$ cat src/rtl/buffer_scanner.sv
// Sweeps all 2**ADDR_W locations of the circular sample buffer oldest-first and
// reports min/max (with first-occurrence scan offsets), sum, mean and peak-to-peak.
`timescale 1ns/1ps
module buffer_scanner #(
  parameter int DATA_W = 16,
  parameter int ADDR_W = 8,
  parameter int RD_LAT = 1
) (
  input  logic                     clk,
  input  logic                     rst_n,
  input  logic                     start,
  input  logic [ADDR_W-1:0]        base_addr,
  output logic [ADDR_W-1:0]        read_addr,
  input  logic [DATA_W-1:0]        sample_out,
  output logic                     busy,
  output logic                     done,
  output logic [DATA_W-1:0]        min_val,
  output logic [ADDR_W-1:0]        min_idx,
  output logic [DATA_W-1:0]        max_val,
  output logic [ADDR_W-1:0]        max_idx,
  output logic [DATA_W+ADDR_W-1:0] sum,
  output logic [DATA_W-1:0]        mean,
  output logic [DATA_W-1:0]        p2p
);

  localparam int SUM_W = DATA_W + ADDR_W;

  typedef enum logic [1:0] {IDLE, ISSUE, DRAIN, FINISH} state_e;

  state_e              state_q, state_d;
  logic [ADDR_W-1:0]   addr_q, addr_d;
  logic [ADDR_W-1:0]   cnt_q, cnt_d;
  logic [ADDR_W-1:0]   acc_idx_q, acc_idx_d;
  logic                busy_q, busy_d;
  logic                done_q, done_d;
  logic [RD_LAT-1:0]   vld_q;
  logic                acc_en;

  logic [DATA_W-1:0]   amin_q, amin_d, amax_q, amax_d;
  logic [ADDR_W-1:0]   amin_idx_q, amin_idx_d, amax_idx_q, amax_idx_d;
  logic [SUM_W-1:0]    asum_q, asum_d;

  logic [DATA_W-1:0]   min_val_q, min_val_d, max_val_q, max_val_d;
  logic [ADDR_W-1:0]   min_idx_q, min_idx_d, max_idx_q, max_idx_d;
  logic [SUM_W-1:0]    sum_q, sum_d;
  logic [DATA_W-1:0]   mean_q, mean_d, p2p_q, p2p_d;

  function automatic logic [DATA_W-1:0] mean_of(input logic [SUM_W-1:0] s);
    return s[SUM_W-1:ADDR_W];
  endfunction

  function automatic logic [DATA_W-1:0] span_of(input logic [DATA_W-1:0] hi,
                                                input logic [DATA_W-1:0] lo);
    return hi - lo;
  endfunction

  // Tags the cycle whose sample_out belongs to the scan; its head gates accumulation.
  assign acc_en = vld_q[RD_LAT-1];

  always_ff @(posedge clk or negedge rst_n) begin
    if (!rst_n) begin
      vld_q <= '0;
    end else begin
      vld_q[0] <= (state_q == ISSUE);
      for (int i = 1; i < RD_LAT; i++) vld_q[i] <= vld_q[i-1];
    end
  end

  always_ff @(posedge clk or negedge rst_n) begin
    if (!rst_n) begin
      state_q    <= IDLE;
      addr_q     <= '0;
      cnt_q      <= '0;
      acc_idx_q  <= '0;
      busy_q     <= 1'b0;
      done_q     <= 1'b0;
      amin_q     <= '0;
      amax_q     <= '0;
      amin_idx_q <= '0;
      amax_idx_q <= '0;
      asum_q     <= '0;
      min_val_q  <= '0;
      min_idx_q  <= '0;
      max_val_q  <= '0;
      max_idx_q  <= '0;
      sum_q      <= '0;
      mean_q     <= '0;
      p2p_q      <= '0;
    end else begin
      state_q    <= state_d;
      addr_q     <= addr_d;
      cnt_q      <= cnt_d;
      acc_idx_q  <= acc_idx_d;
      busy_q     <= busy_d;
      done_q     <= done_d;
      amin_q     <= amin_d;
      amax_q     <= amax_d;
      amin_idx_q <= amin_idx_d;
      amax_idx_q <= amax_idx_d;
      asum_q     <= asum_d;
      min_val_q  <= min_val_d;
      min_idx_q  <= min_idx_d;
      max_val_q  <= max_val_d;
      max_idx_q  <= max_idx_d;
      sum_q      <= sum_d;
      mean_q     <= mean_d;
      p2p_q      <= p2p_d;
    end
  end

  always_comb begin
    state_d    = state_q;
    addr_d     = addr_q;
    cnt_d      = cnt_q;
    acc_idx_d  = acc_idx_q;
    busy_d     = busy_q;
    done_d     = 1'b0;
    amin_d     = amin_q;
    amax_d     = amax_q;
    amin_idx_d = amin_idx_q;
    amax_idx_d = amax_idx_q;
    asum_d     = asum_q;
    min_val_d  = min_val_q;
    min_idx_d  = min_idx_q;
    max_val_d  = max_val_q;
    max_idx_d  = max_idx_q;
    sum_d      = sum_q;
    mean_d     = mean_q;
    p2p_d      = p2p_q;

    // Strict compares keep the earliest offset on ties; offset 0 seeds everything.
    if (acc_en) begin
      acc_idx_d = acc_idx_q + ADDR_W'(1);
      if (acc_idx_q == '0) begin
        amin_d     = sample_out;
        amax_d     = sample_out;
        amin_idx_d = '0;
        amax_idx_d = '0;
        asum_d     = SUM_W'(sample_out);
      end else begin
        asum_d = asum_q + SUM_W'(sample_out);
        if (sample_out < amin_q) begin
          amin_d     = sample_out;
          amin_idx_d = acc_idx_q;
        end
        if (sample_out > amax_q) begin
          amax_d     = sample_out;
          amax_idx_d = acc_idx_q;
        end
      end
    end

    case (state_q)
      IDLE: begin
        if (start) begin
          addr_d    = base_addr;
          cnt_d     = '0;
          acc_idx_d = '0;
          busy_d    = 1'b1;
          state_d   = ISSUE;
        end
      end
      ISSUE: begin
        if (cnt_q == {ADDR_W{1'b1}}) begin
          state_d = DRAIN;
        end else begin
          addr_d = addr_q + ADDR_W'(1);
          cnt_d  = cnt_q + ADDR_W'(1);
        end
      end
      DRAIN: begin
        if (acc_en && (acc_idx_q == {ADDR_W{1'b1}})) state_d = FINISH;
      end
      FINISH: begin
        min_val_d = amin_q;
        min_idx_d = amin_idx_q;
        max_val_d = amax_q;
        max_idx_d = amax_idx_q;
        sum_d     = asum_q;
        mean_d    = mean_of(asum_q);
        p2p_d     = span_of(amax_q, amin_q);
        done_d    = 1'b1;
        busy_d    = 1'b0;
        state_d   = IDLE;
      end
      default: state_d = IDLE;
    endcase
  end

  assign read_addr = addr_q;
  assign busy      = busy_q;
  assign done      = done_q;
  assign min_val   = min_val_q;
  assign min_idx   = min_idx_q;
  assign max_val   = max_val_q;
  assign max_idx   = max_idx_q;
  assign sum       = sum_q;
  assign mean      = mean_q;
  assign p2p       = p2p_q;

endmodule

$ cat config.mk
export PLATFORM = sky130hd
export DESIGN_NAME = buffer_scanner
export DESIGN_NICKNAME = d
export VERILOG_FILES = /design/src/rtl/buffer_scanner.sv
export SDC_FILE = /design/constraint.sdc
export NUM_CORES = 1
export LEC_CHECK = 0
export BUFFER_PORTS_ARGS = -buffer_cell sky130_fd_sc_hd__buf_2
export CORE_MARGIN = 2
export CORE_UTILIZATION = 28
export DETAILED_ROUTE_END_ITERATION = 12
export GPL_ROUTABILITY_DRIVEN = 0
export PLACE_DENSITY = 0.51
export RECOVER_POWER = 50
export REMOVE_ABC_BUFFERS = 1
export SYNTH_ARGS = -nofsm -noshare
export SYNTH_HDL_FRONTEND = slang
export SYNTH_SLANG_ARGS = --single-unit
$ cat constraint.sdc
create_clock -name clk -period 3 [get_ports clk]
set_input_delay 0.6 -clock clk [delete_from_list [all_inputs] [get_ports clk]]
set_output_delay 0.6 -clock clk [all_outputs]
set_load 0.02 [all_outputs]
== After elaboration in Yosys (flattened, before gate mapping) ==
Cells that the tools add are included.

* Output and inout bits: 114
* Word-level logic and storage cells: 72
* Bits in registers: 205
* Input port bits: 27

* Eq/ne operators: 9
* Order comparisons: 2
* Reductions and logical operators: 12
* $add $sub $neg: 5
* Multiplexer cells: 25

{| class="wikitable"
|+ Operators by type and width
! operator !! number
|-
| 8-bit 2-to-1 mux || 11
|-
| 16-bit 2-to-1 mux || 4
|-
| 8-bit case mux with 2 select lines || 2
|-
| 24-bit by 16-bit adder with 24-bit output || 1
|-
| 8-bit by 1-bit adder with 8-bit output (second input constant) || 3
|-
| 24-bit 2-to-1 mux || 1
|-
| 8-bit == test (second input constant) || 2
|-
| 16-bit greater-than comparator || 1
|-
| 16-bit less-than comparator || 1
|-
| 16-bit subtractor || 1
|-
| 8-bit zero test || 1
|-
| 2-bit case mux with 4 select lines || 1
|-
| 2-bit nonzero test || 4
|-
| 2-bit 2-to-1 mux || 3
|-
| 2-bit != test (second input constant) || 3
|-
| 2-bit AND reduction || 3
|-
| 3-bit AND reduction || 2
|-
| 2-bit == test (second input constant) || 2
|-
| 2-bit by 1-bit == test with 1-bit output (second input constant) || 1
|-
| 2-bit zero test || 1
|-
| 1-bit 2-to-1 mux || 2
|-
| 2-bit by 1-bit != test with 1-bit output (second input constant) || 1
|-
| 1-bit case mux with 2 select lines || 1
|-
| 1-bit logical AND || 1
|}

== Longest topological paths before layout ==
Gate-level depths: netlist of the first run.

* Depth after elaboration: 4
* Gate-level depth with buffers: 10
* Depth with buffers taken out: 10

== Worst setup path after synthesis of the first run ==
Ideal clock, no wire load.

* Kind: input to register
* Start: input sample_out[0]
* End: register asum_q[18]
* Stages: 10
* Data arrival time: 2.501 ns
* Slack: 0.430 ns
* Data required time: 2.931 ns
* Buffers on the path: 0
* Library setup time: 0.069 ns
* Cells stage by stage: ha_1 inv_1 fa_1 nand2b_1 a21oi_1 nor3_2 o21ai_2 a31oi_4 or4_1 nand3_1

* Longest elaborated chain between the ends: 2

{| class="wikitable"
|+ Ends and longest elaborated chain
! item !! RTL line !! text
|-
| from (decl) || 14 || <nowiki>input logic [DATA_W-1:0] sample_out,</nowiki>
|-
| 24-bit by 16-bit adder with 24-bit output || 141 || <nowiki>asum_d = asum_q + SUM_W'(sample_out);</nowiki>
|-
| 24-bit 2-to-1 mux || 134 || <nowiki>if (acc_idx_q == '0) begin</nowiki>
|-
| to (signal assigned) || 100 || <nowiki>asum_q <= asum_d;</nowiki>
|-
| to (decl) || 41 || <nowiki>logic [SUM_W-1:0] asum_q, asum_d;</nowiki>
|}

No other way between the ends.
A chain may end at the register's enable or synchronous reset.

== Worst setup path in the final report of the first run ==
* Start: register asum_q[0]
* End: register asum_q[22]

* Longest elaborated chain between the ends: 2

{| class="wikitable"
|+ Ends and longest elaborated chain
! item !! RTL line
|-
| 24-bit by 16-bit adder with 24-bit output || 141
|-
| 24-bit 2-to-1 mux || 134
|}

No other way between the ends.

==> results of run 1 <==
[power breakdown]
group / switching, µW / internal, µW
Clock: 1070 / 1290
Combinational: 2520 / 2250
Sequential: 516 / 3030
[logic make-up after synthesis]
group,Yosys count
simple gates,218
fa+ha+maj,72
buf+inv,110
compound gates,184
mux,136
xor+xnor,33
flops,189
[routing by layer]
metal | GRT usage | part of all wire
met5 | 0 | 0
met3 | 0.0251 | 0.027
met1 | 0.192 | 0.51
met2 | 0.212 | 0.46
met4 | 0.0297 | 0.0031
[cell type report]
type,count,area (µm²)
fillers,3736,24300
multi-input cells,643,5080
flip-flops and latches,189,4730
repair buffers,162,871
well taps,468,586
clock buffers,19,453
inverters,57,214
clock inverters,13,155
[critical path: stages, from the launching register on]
cell and delay [ns]:
dfrtp_1 0.38, ha_1 0.19, inv_1 0.06, fa_1 0.39, nand2b_1 0.18, a21oi_1 0.23, nor3_2 0.12, o21ai_2 0.24
a31oi_4 0.16, o311ai_0 0.37, o41ai_1 0.16
[stage by stage]
stage                     hold slack [ns]  worst slack [ns]  instances
after global placement              0.471             0.102       1519
final                               0.441             0.372       1551
after CTS                           0.226             0.369       1551
after floorplan                     0.304            -0.819        889
after global routing                0.444            0.0935       1551
after detailed placement            0.482             0.144       1519
[synth_stat cells, drive strengths merged, types with 14 or more instances]
| library cell | number |
|---|---|
| dfrtp | 189 |
| mux2 | 111 |
| ha | 70 |
| a21oi | 61 |
| nand2 | 58 |
| inv | 57 |
| nor2 | 52 |
| o21ai | 35 |
| buf | 29 |
| mux2i | 25 |
| clkbuf | 24 |
| nand3 | 23 |
| nand4 | 22 |
| xnor2 | 19 |
| a21o | 18 |
| xor2 | 14 |
[flip-flops by register name, indices dropped and copies added, names as in the netlist]
name	flops
asum_q	24
sum	24
amax_q	16
amin_q	16
max_val	16
min_val	16
p2p	16
acc_idx_q	8
amax_idx_q	8
amin_idx_q	8
cnt_q	8
max_idx	8
min_idx	8
read_addr	8
state_q	2
acc_en	1
busy	1
done	1
[worst max-delay path by stage]
stage / endpoint / from / slack, ns
5_1_grt: min_idx[4] / rst_n / 0.09
3_3_place_gp: asum_q[18] / sample_out[0] / 0.10
6_report: asum_q[22] / asum_q[0] / 0.37
2_1_floorplan: p2p[14] / state_q[1] / -0.82
3_5_place_dp: asum_q[18] / sample_out[0] / 0.14
4_1_cts: amax_q[3] / amax_q[1] / 0.37
==> impl_metrics.py, run 1 <==
metrics = {
    "outcome": {
        "status": "complete, but fails checks",
        "violations": "max-capacitance violations, max-slew violations",
    },
    "place": {
        "io_buffers": 140,
        "place_area_mm2": 0.0115,
        "dp_hpwl_mm": 18.6,
    },
    "synthesis": {
        "synth_simple_gate_area_frac": 0.107,
        "synth-seq-area-share": 0.459,
        "synth_edf_count": 0,
        "synthCells": 942,
        "async_reset_ff_frac": 1.00,
        "syn_area_mm2": 0.0103,
        "synth_top_family_by_area": "multiplexers",
        "yosysTopAreaCell": "dfrtp_1",
        "ys_seq_elements": 189,
        "synth_area_leaders": "dfrtp_1 (46%), mux2_2 (11%), ha_1 (8.5%)",
        "synthAdderAreaFrac": 0.0890,
        "ys.warnings.count": 0,
        "synth_xor_area_frac": 0.0281,
        "ys_types": 70,
        "ys.flop_type": "dfrtp_1",
        "synth_mux_area_frac": 0.148,
        "syn_avg_cell_area_um2": 10.9,
        "synth_top_area_frac": 0.459,
        "synth_compound_area_frac": 0.120,
    },
    "worst_setup_path": {
        "critPathCaptureType": "register",
        "crit_arrival_ns": 2.92,
        "criticalPathCategory": "register to register",
        "r2r_start": "asum_q[0]",
        "critical_path_required_ns": 3.29,
        "crit_fanout": 8,
        "r2r-end": "asum_q[22]",
        "rrSetupSlack_ns": 0.37,
        "r2r_cells": 10,
        "startpoint_type": "register",
    },
    "power_and_ir_drop": {
        "power_uw": 10700,
        "cellLeakagePower_uw": 0.00606,
        "p_per_area_mw_per_mm2": 884,
        "peakVddDrop_mv": 0.402,
    },
    "timing": {
        "max_slew_margin": -0.438,
        "fin_tns_setup_ns": 0,
        "rsz0062_at_grt": "false",
        "maxSlewViolCount": 80,
        "max_freq_mhz": 381,
        "setup_viol": 0,
        "worst_pin_slew_ns": 2.16,
        "timing.final.crit_share": 0.876,
        "final.min_clock_period_ns": 2.63,
        "fin_skew_ns": 0.0204,
        "hold_viol": 0,
    },
    "min_path": {
        "hold_start": "base_addr[1]",
        "whs_path_depth": 3,
        "hold_path.class": "input port to register",
        "holdPathEnd": "read_addr[1]",
    },
    "clock_network": {
        "h-tree-depth": 4,
        "clkSinkCount": 189,
        "clk_latency_ns": 0.45,
        "cts_resized": 0,
        "cts_made_buffers": 17,
        "hold_buffers": 0,
        "clk_pin_slew_worst_paths_ns": 0.08,
        "cts_tree": "built",
        "cts_root_buf": "clkbuf_16",
        "clk_path_buf_depth": 2,
        "post-cts-setup-buffers": 0,
    },
    "global_routing": {
        "overflow": 0,
        "grt_pass1_vias": 7245,
        "antenna_found_initial": 0,
        "grt_max_degree": 82,
        "grt_pass1_wl_mm": 40.4,
        "grt_usage": 0.134,
    },
    "floorplan": {
        "die_y_um": 196,
        "start_util": 0.283,
        "die_w_um": 196,
        "io_pins": 141,
        "rows": 70,
        "coreArea_mm2": 0.0364,
        "die_area_mm2": 0.0383,
    },
    "layout": {
        "drive_above_1_share": 0.271,
        "design_area_mm2": 0.0121,
        "fin_nets": 1169,
        "final_common_cell": "dfrtp_1",
        "most-common-layout-cells": "dfrtp_1 (188), buf_2 (107), mux2_2 (105)",
        "post-route-util": 0.332,
        "area_growth_pct": 17.4,
        "antenna_cells": 0,
    },
    "run": {
        "cap_violations": 1,
    },
    "routing": {
        "drt-total-wl_mm": 25.5,
        "detail_route.wl_per_cell_um": 16.4,
        "vias_per_cell": 4.75,
        "drc": 0,
        "antenna_left": 0,
        "first_iter_violations": 286,
        "firstDrtPassIters": 4,
        "via_count": 7371,
    },
}
No activity file was read; power rests on OpenSTA's default activity.
==> inputs of run 2 (changes only) <==
--- a/config.mk
+++ b/config.mk
@@ -5,12 +5,12 @@
 export SDC_FILE = /design/constraint.sdc
 export NUM_CORES = 1
 export LEC_CHECK = 0
-export BUFFER_PORTS_ARGS = -buffer_cell sky130_fd_sc_hd__buf_2
 export CORE_MARGIN = 2
 export CORE_UTILIZATION = 28
 export DETAILED_ROUTE_END_ITERATION = 12
+export DONT_BUFFER_PORTS = 1
 export GPL_ROUTABILITY_DRIVEN = 0
-export PLACE_DENSITY = 0.51
+export PLACE_DENSITY = 0.47
 export RECOVER_POWER = 50
 export REMOVE_ABC_BUFFERS = 1
 export SYNTH_ARGS = -nofsm -noshare
==> run 2 against run 1 <==
Against the previous run:
- largest power group unchanged
- hold slack worse by 0.59 ns
- the flow finishes with violations (negative hold slack)
- largest cell class unchanged
- critical path depth down 1
- sequential cell count unchanged
==> impl_metrics.py, run 2 (same netlist as run 1, synthesis figures left out) <==
metrics = {
    "outcome": {
        "status": "complete, but fails checks",
        "violations": "negative hold slack",
    },
    "power_and_ir_drop": {
        "power.internal_uw": 6520,
        "power_frac_comb": 0.428,
        "pwr-share-clk": 0.226,
        "peakVddDrop_mv": 0.447,
        "switching_power_uw": 4020,
        "pwr-share-seq": 0.346,
        "switching_share": 0.381,
        "cellLeakagePower_uw": 0.00543,
        "p_per_area_mw_per_mm2": 928,
    },
    "layout": {
        "nFillCells": 3732,
        "final_common_cell": "dfrtp_1",
        "drive_above_1_share": 0.189,
        "area_growth_pct": 10.3,
        "fin_nets": 1023,
        "finalNonFillerCells": 1404,
        "most-common-layout-cells": "dfrtp_1 (188), mux2_2 (105), ha_1 (69)",
    },
    "global_routing": {
        "antenna_found_initial": 0,
        "grt_usage": 0.136,
        "grt_pass1_vias": 6964,
        "grt_pass1_wl_mm": 40.4,
        "overflow": 0,
        "grt_max_degree": 190,
    },
    "timing": {
        "maxSlewViolCount": 0,
        "worst_pin_slew_ns": 0.607,
        "final.min_clock_period_ns": 2.60,
        "rsz0062_at_grt": "false",
        "fin_hold_ws_ns": -0.146,
        "timing.final.crit_share": 0.867,
        "max_freq_mhz": 384,
        "hold_viol": 189,
        "fin_ws_ns": 0.398,
        "setup_viol": 0,
        "fin_skew_ns": 0.0147,
        "max_slew_margin": 0.595,
    },
    "floorplan": {
        "die_w_um": 196,
        "die_area_mm2": 0.0383,
        "die_y_um": 196,
        "start_util": 0.283,
        "rows": 70,
        "coreArea_mm2": 0.0364,
        "io_pins": 141,
    },
    "clock_network": {
        "clk_latency_ns": 0.44,
        "cts_resized": 0,
        "clkSinkCount": 189,
        "clk_path_buf_depth": 2,
        "cts_tree": "built",
        "cts_root_buf": "clkbuf_16",
        "post-cts-setup-buffers": 0,
        "cts_made_buffers": 17,
        "clk_pin_slew_worst_paths_ns": 0.08,
        "h-tree-depth": 4,
    },
    "worst_setup_path": {
        "critPathSlowestCell": "fa_1",
        "crit_chain": "inv_1 > ha_1 > fa_1 > nor2b_1 > o21ai_0 > a21boi_0 > o21ai_0 > a21o_1 > o311ai_0",
        "crit_arrival_ns": 2.92,
        "crit_buf_inv": 1,
        "crit_family": "compound AO/OA/AOI/OAI gates",
        "startpoint_type": "register",
        "critPathCaptureType": "register",
        "criticalPathCategory": "register to register",
        "crit_top_cell": "o21ai_0",
        "critPathMaxStageDelay_ns": 0.42,
        "critical_path_required_ns": 3.32,
        "crit_fanout": 3,
    },
    "routing": {
        "first_iter_violations": 259,
        "detail_route.wl_per_cell_um": 17.9,
        "drc": 0,
        "antenna_left": 0,
        "drt-total-wl_mm": 25.1,
        "via_count": 6845,
        "vias_per_cell": 4.88,
        "firstDrtPassIters": 5,
    },
    "min_path": {
        "hold_path.class": "input port to asynchronous set/reset pin",
    },
    "run": {
        "cap_violations": 0,
    },
    "place": {
        "dp.cells": 1373,
        "pre_cts_slack_ns": 0.222,
        "io_buffers": 0,
        "dp_hpwl_mm": 17.8,
    },
}
==> run 2: area by class of cell <==
class | count | area [µm²] | share of cell area
Multi-Input combinational cell | 643 | 5080 | 0.447
Tap cell | 468 | 586 | 0.0515
Inverter | 57 | 214 | 0.0188
Sequential cell | 189 | 4730 | 0.416
Timing Repair Buffer | 16 | 145 | 0.0128
Clock buffer | 18 | 439 | 0.0387
Clock inverter | 12 | 165 | 0.0145
Antenna cell | 1 | 2.50 | 0.000220
==> run 2: worst paths after layout <==
check                      cells past startpoint            end      startpoint  slack [ns]
setup / recovery                               9        p2p[12]       amax_q[0]        0.40
hold / removal                                 0         p2p[3]           rst_n       -0.15
setup reg to reg                               9        p2p[12]       amax_q[0]        0.40
hold reg to reg                                1  amin_idx_q[1]   amin_idx_q[1]        0.51
max in group asynchronous                      0         acc_en           rst_n        2.81
min in group clk                               1     amin_q[13]  sample_out[13]        0.30
==> run 2: power by group through the flow <==
stage	clock network [µW]	logic, µW	registers [µW]
after detailed placement	0	4500	3710
final	2380	4510	3650
after floorplan	0	3550	3440
after CTS	2480	4530	3660
after global placement	0	4480	3700
after global routing	2580	5050	3740
==> run 2: per-layer routing <==
| metal | global-route usage | share of wire | up-vias | wire [µm] |
|---|---|---|---|---|
| met2 | 0.212 | 0.45 | 123 | 11300 |
| met3 | 0.0373 | 0.053 | 13 | 1330 |
| met5 | 0 | 0 | - | 0 |
| li1 | - | - | 3305 | - |
| met1 | 0.186 | 0.49 | 3404 | 12200 |
| met4 | 0.0359 | 0.010 | 0 | 262 |
==> run 2: through the flow <==
stage          utilization  hold slack [ns]  power, µW  TNS (ns)  area [µm²]
6_report             0.312           -0.146      10500         0       11400
4_1_cts              0.312           -0.174      10700         0       11400
3_5_place_dp         0.295            0.313       8210         0       10800
5_1_grt              0.312           -0.183      11400         0       11400
2_1_floorplan            -            0.304       7000    -11.49       10000
3_3_place_gp         0.295            0.312       8170         0       10800
==> inputs of run 3 (changes only) <==
--- a/config.mk
+++ b/config.mk
@@ -5,6 +5,7 @@
 export SDC_FILE = /design/constraint.sdc
 export NUM_CORES = 1
 export LEC_CHECK = 0
+export ABC_AREA = 1
 export CORE_MARGIN = 2
 export CORE_UTILIZATION = 28
 export DETAILED_ROUTE_END_ITERATION = 12
==> run 3 against run 2 <==
Against the previous run:
- the flow still finishes with violations (negative hold slack)
- area after synthesis rose by 4.2%
- critical path depth rose by 1
- critical endpoint is now amin_idx_q[5]
- sequential share of layout area fell by 1.3 points
- largest power group unchanged
- sequential cell count did not move
- clock power rose by 4%
- register-to-register slack improved by 0.36 ns
==> impl_metrics.py, run 3 <==
metrics = {
    "worst_setup_path": {
        "crit_arrival_ns": 2.59,
        "crit_family": "simple AND/OR/NAND/NOR gates",
        "r2r-end": "amin_idx_q[5]",
        "critPathCaptureType": "register",
        "startpoint_type": "register",
        "critPathSlowestCell": "dfrtp_1",
        "rrSetupSlack_ns": 0.76,
        "r2r_cells": 10,
        "crit_top_cell": "nand2_1",
        "critical_path_required_ns": 3.35,
        "crit_chain": "inv_1 > ha_1 > nor3b_2 > nand3_2 > nor2_2 > inv_2 > buf_4 > nand2_2 > nand2_1 > nand2_1",
        "crit_fanout": 24,
        "critPathMaxStageDelay_ns": 0.38,
        "crit_buf_inv": 3,
        "criticalPathCategory": "register to register",
        "r2r_start": "acc_idx_q[0]",
    },
    "floorplan": {
        "coreArea_mm2": 0.0377,
        "start_util": 0.285,
        "die_area_mm2": 0.0399,
        "io_pins": 141,
        "die_y_um": 200,
        "die_w_um": 200,
        "rows": 71,
    },
    "clock_network": {
        "cts_made_buffers": 17,
        "cts_root_buf": "clkbuf_16",
        "clk_path_buf_depth": 2,
        "clkSinkCount": 189,
        "cts_resized": 0,
        "post-cts-setup-buffers": 0,
        "clk_latency_ns": 0.46,
        "cts_tree": "built",
        "h-tree-depth": 4,
        "clk_pin_slew_worst_paths_ns": 0.08,
    },
    "timing": {
        "max_slew_margin": 0.223,
        "fin_skew_ns": 0.0132,
        "worst_pin_slew_ns": 1.17,
        "timing.final.crit_share": 0.746,
        "final.min_clock_period_ns": 2.24,
        "max_freq_mhz": 447,
        "fin_hold_ws_ns": -0.163,
        "rsz0062_at_grt": "false",
        "hold_viol": 189,
        "setup_viol": 0,
        "maxSlewViolCount": 0,
    },
    "synthesis": {
        "ys_types": 40,
        "syn_avg_cell_area_um2": 7.55,
        "syn_area_mm2": 0.0107,
        "ys.flop_type": "dfrtp_1",
        "synth_edf_count": 0,
        "yosysTopAreaCell": "dfrtp_1",
        "synth_area_leaders": "dfrtp_1 (44%), nand2_1 (19%), ha_1 (8.2%)",
        "synth_top_area_frac": 0.441,
        "ys_seq_elements": 189,
        "async_reset_ff_frac": 1.00,
        "synthCells": 1421,
        "yosysMostFrequentCell": "nand2_1",
        "ys.warnings.count": 0,
        "synth-seq-area-share": 0.441,
        "synth_commonest_cells": "nand2_1 (542), dfrtp_1 (189), inv_1 (137), nand3_1 (105), nor2_1 (85)",
    },
    "global_routing": {
        "grt_pass1_wl_mm": 48.1,
        "grt_max_degree": 190,
        "antenna_found_initial": 0,
        "overflow": 0,
        "grt_pass1_vias": 8590,
        "grt_usage": 0.156,
    },
    "outcome": {
        "violations": "negative hold slack",
        "status": "complete, but fails checks",
    },
    "power_and_ir_drop": {
        "cellLeakagePower_uw": 0.00621,
        "peakVddDrop_mv": 0.512,
        "p_per_area_mw_per_mm2": 1180,
        "power_uw": 13800,
    },
    "place": {
        "io_buffers": 0,
        "place_area_mm2": 0.0111,
        "dp_hpwl_mm": 21.3,
    },
    "routing": {
        "via_count": 8683,
        "vias_per_cell": 4.54,
        "first_iter_violations": 535,
        "detail_route.wl_per_cell_um": 15.5,
        "drc": 0,
        "firstDrtPassIters": 5,
        "antenna_left": 0,
        "drt-total-wl_mm": 29.7,
    },
    "layout": {
        "most-common-layout-cells": "nand2_1 (542), dfrtp_1 (189), inv_1 (136)",
        "fin_nets": 1489,
        "design_area_mm2": 0.0117,
        "drive_above_1_share": 0.0463,
        "antenna_cells": 0,
        "final_common_cell": "nand2_1",
        "area_growth_pct": 9.25,
    },
    "min_path": {
        "hold_path.class": "input port to asynchronous set/reset pin",
    },
    "run": {
        "cap_violations": 0,
    },
}
[run 3: cell types whose count changed after synthesis, sizes merged, moves of 15 or more]
| cell | change |
|---|---|
| nand2 | +489 |
| inv | +83 |
| mux2 | -111 |
| o21ai | +49 |
| a21o | -16 |
| mux2i | -25 |
| nor2 | +35 |
| xnor2 | -15 |
| nand3 | +83 |
[run 3: worst max-delay path by stage]
stage | startpoint | endpoint | slack (ns) | depth (start not counted)
finish | acc_idx_q[0] | amin_idx_q[5] | 0.76 | 10
global route | acc_idx_q[1] | amin_q[5] | 0.54 | 10
CTS | acc_idx_q[0] | amin_idx_q[5] | 0.71 | 10
detailed placement | sample_out[0] | asum_q[16] | 0.73 | 13
global placement | sample_out[0] | asum_q[20] | 0.74 | 13
floorplan | state_q[0] | p2p[3] | -0.27 | 3
[run 3: cell families (layout without fill, tap and decap cells)]
| logic type | count (synthesis) | in the layout | share of synthesized area |
|---|---|---|---|
| buffers and inverters | 202 | 184 | 0.0836 |
| and+or+nand+nor | 781 | 781 | 0.298 |
| DFF | 189 | 189 | 0.441 |
| adders and majority gates | 72 | 72 | 0.0854 |
| AOI/OAI and AO/OA | 165 | 165 | 0.0823 |
| xor gates and xnor gates | 12 | 12 | 0.00980 |
[run 3: layer usage]
metal,routed length (µm),vias to the layer above,track usage
li1,-,4458,-
met1,14300,4063,0.213
met2,13300,143,0.247
met3,1690,19,0.0391
met4,323,0,0.0420
met5,0,-,0
[run 3: metrics by stage]
step           cells  utilization  TNS [ns]  hold WS [ns]  worst slack (ns)
2_1_floorplan   1360            -    -12.04         0.304            -0.272
3_3_place_gp    1882        0.295         0         0.311             0.739
3_5_place_dp    1882        0.295         0         0.310             0.729
4_1_cts         1914        0.311         0        -0.192             0.710
5_1_grt         1914        0.311         0        -0.188             0.535
6_report        1914        0.311         0        -0.163             0.762
[run 3: worst register-to-register path, stage by stage (launching register included)]
cell     delay (ns)
dfrtp_1        0.38
inv_1          0.08
ha_1           0.20
nor3b_2        0.15
nand3_2        0.09
nor2_2         0.07
inv_2          0.25
buf_4          0.31
nand2_2        0.37
nand2_1        0.18
nand2_1        0.06
[run 3: final cells by class]
class | count | area (µm²)
Sequential cell | 189 | 4730
Inverter | 141 | 532
Fill cell | 4096 | 25900
Multi-Input combinational cell | 1030 | 5100
Clock inverter | 11 | 155
Clock buffer | 21 | 470
Timing Repair Buffer | 11 | 92.6
Tap cell | 511 | 639
[run 3: report_power, final]
group	internal, µW	total, µW	switching (µW)
Sequential	3520	5040	1520
Clock	1390	2480	1090
Combinational	2140	6300	4160
Total	7050	13800	6760
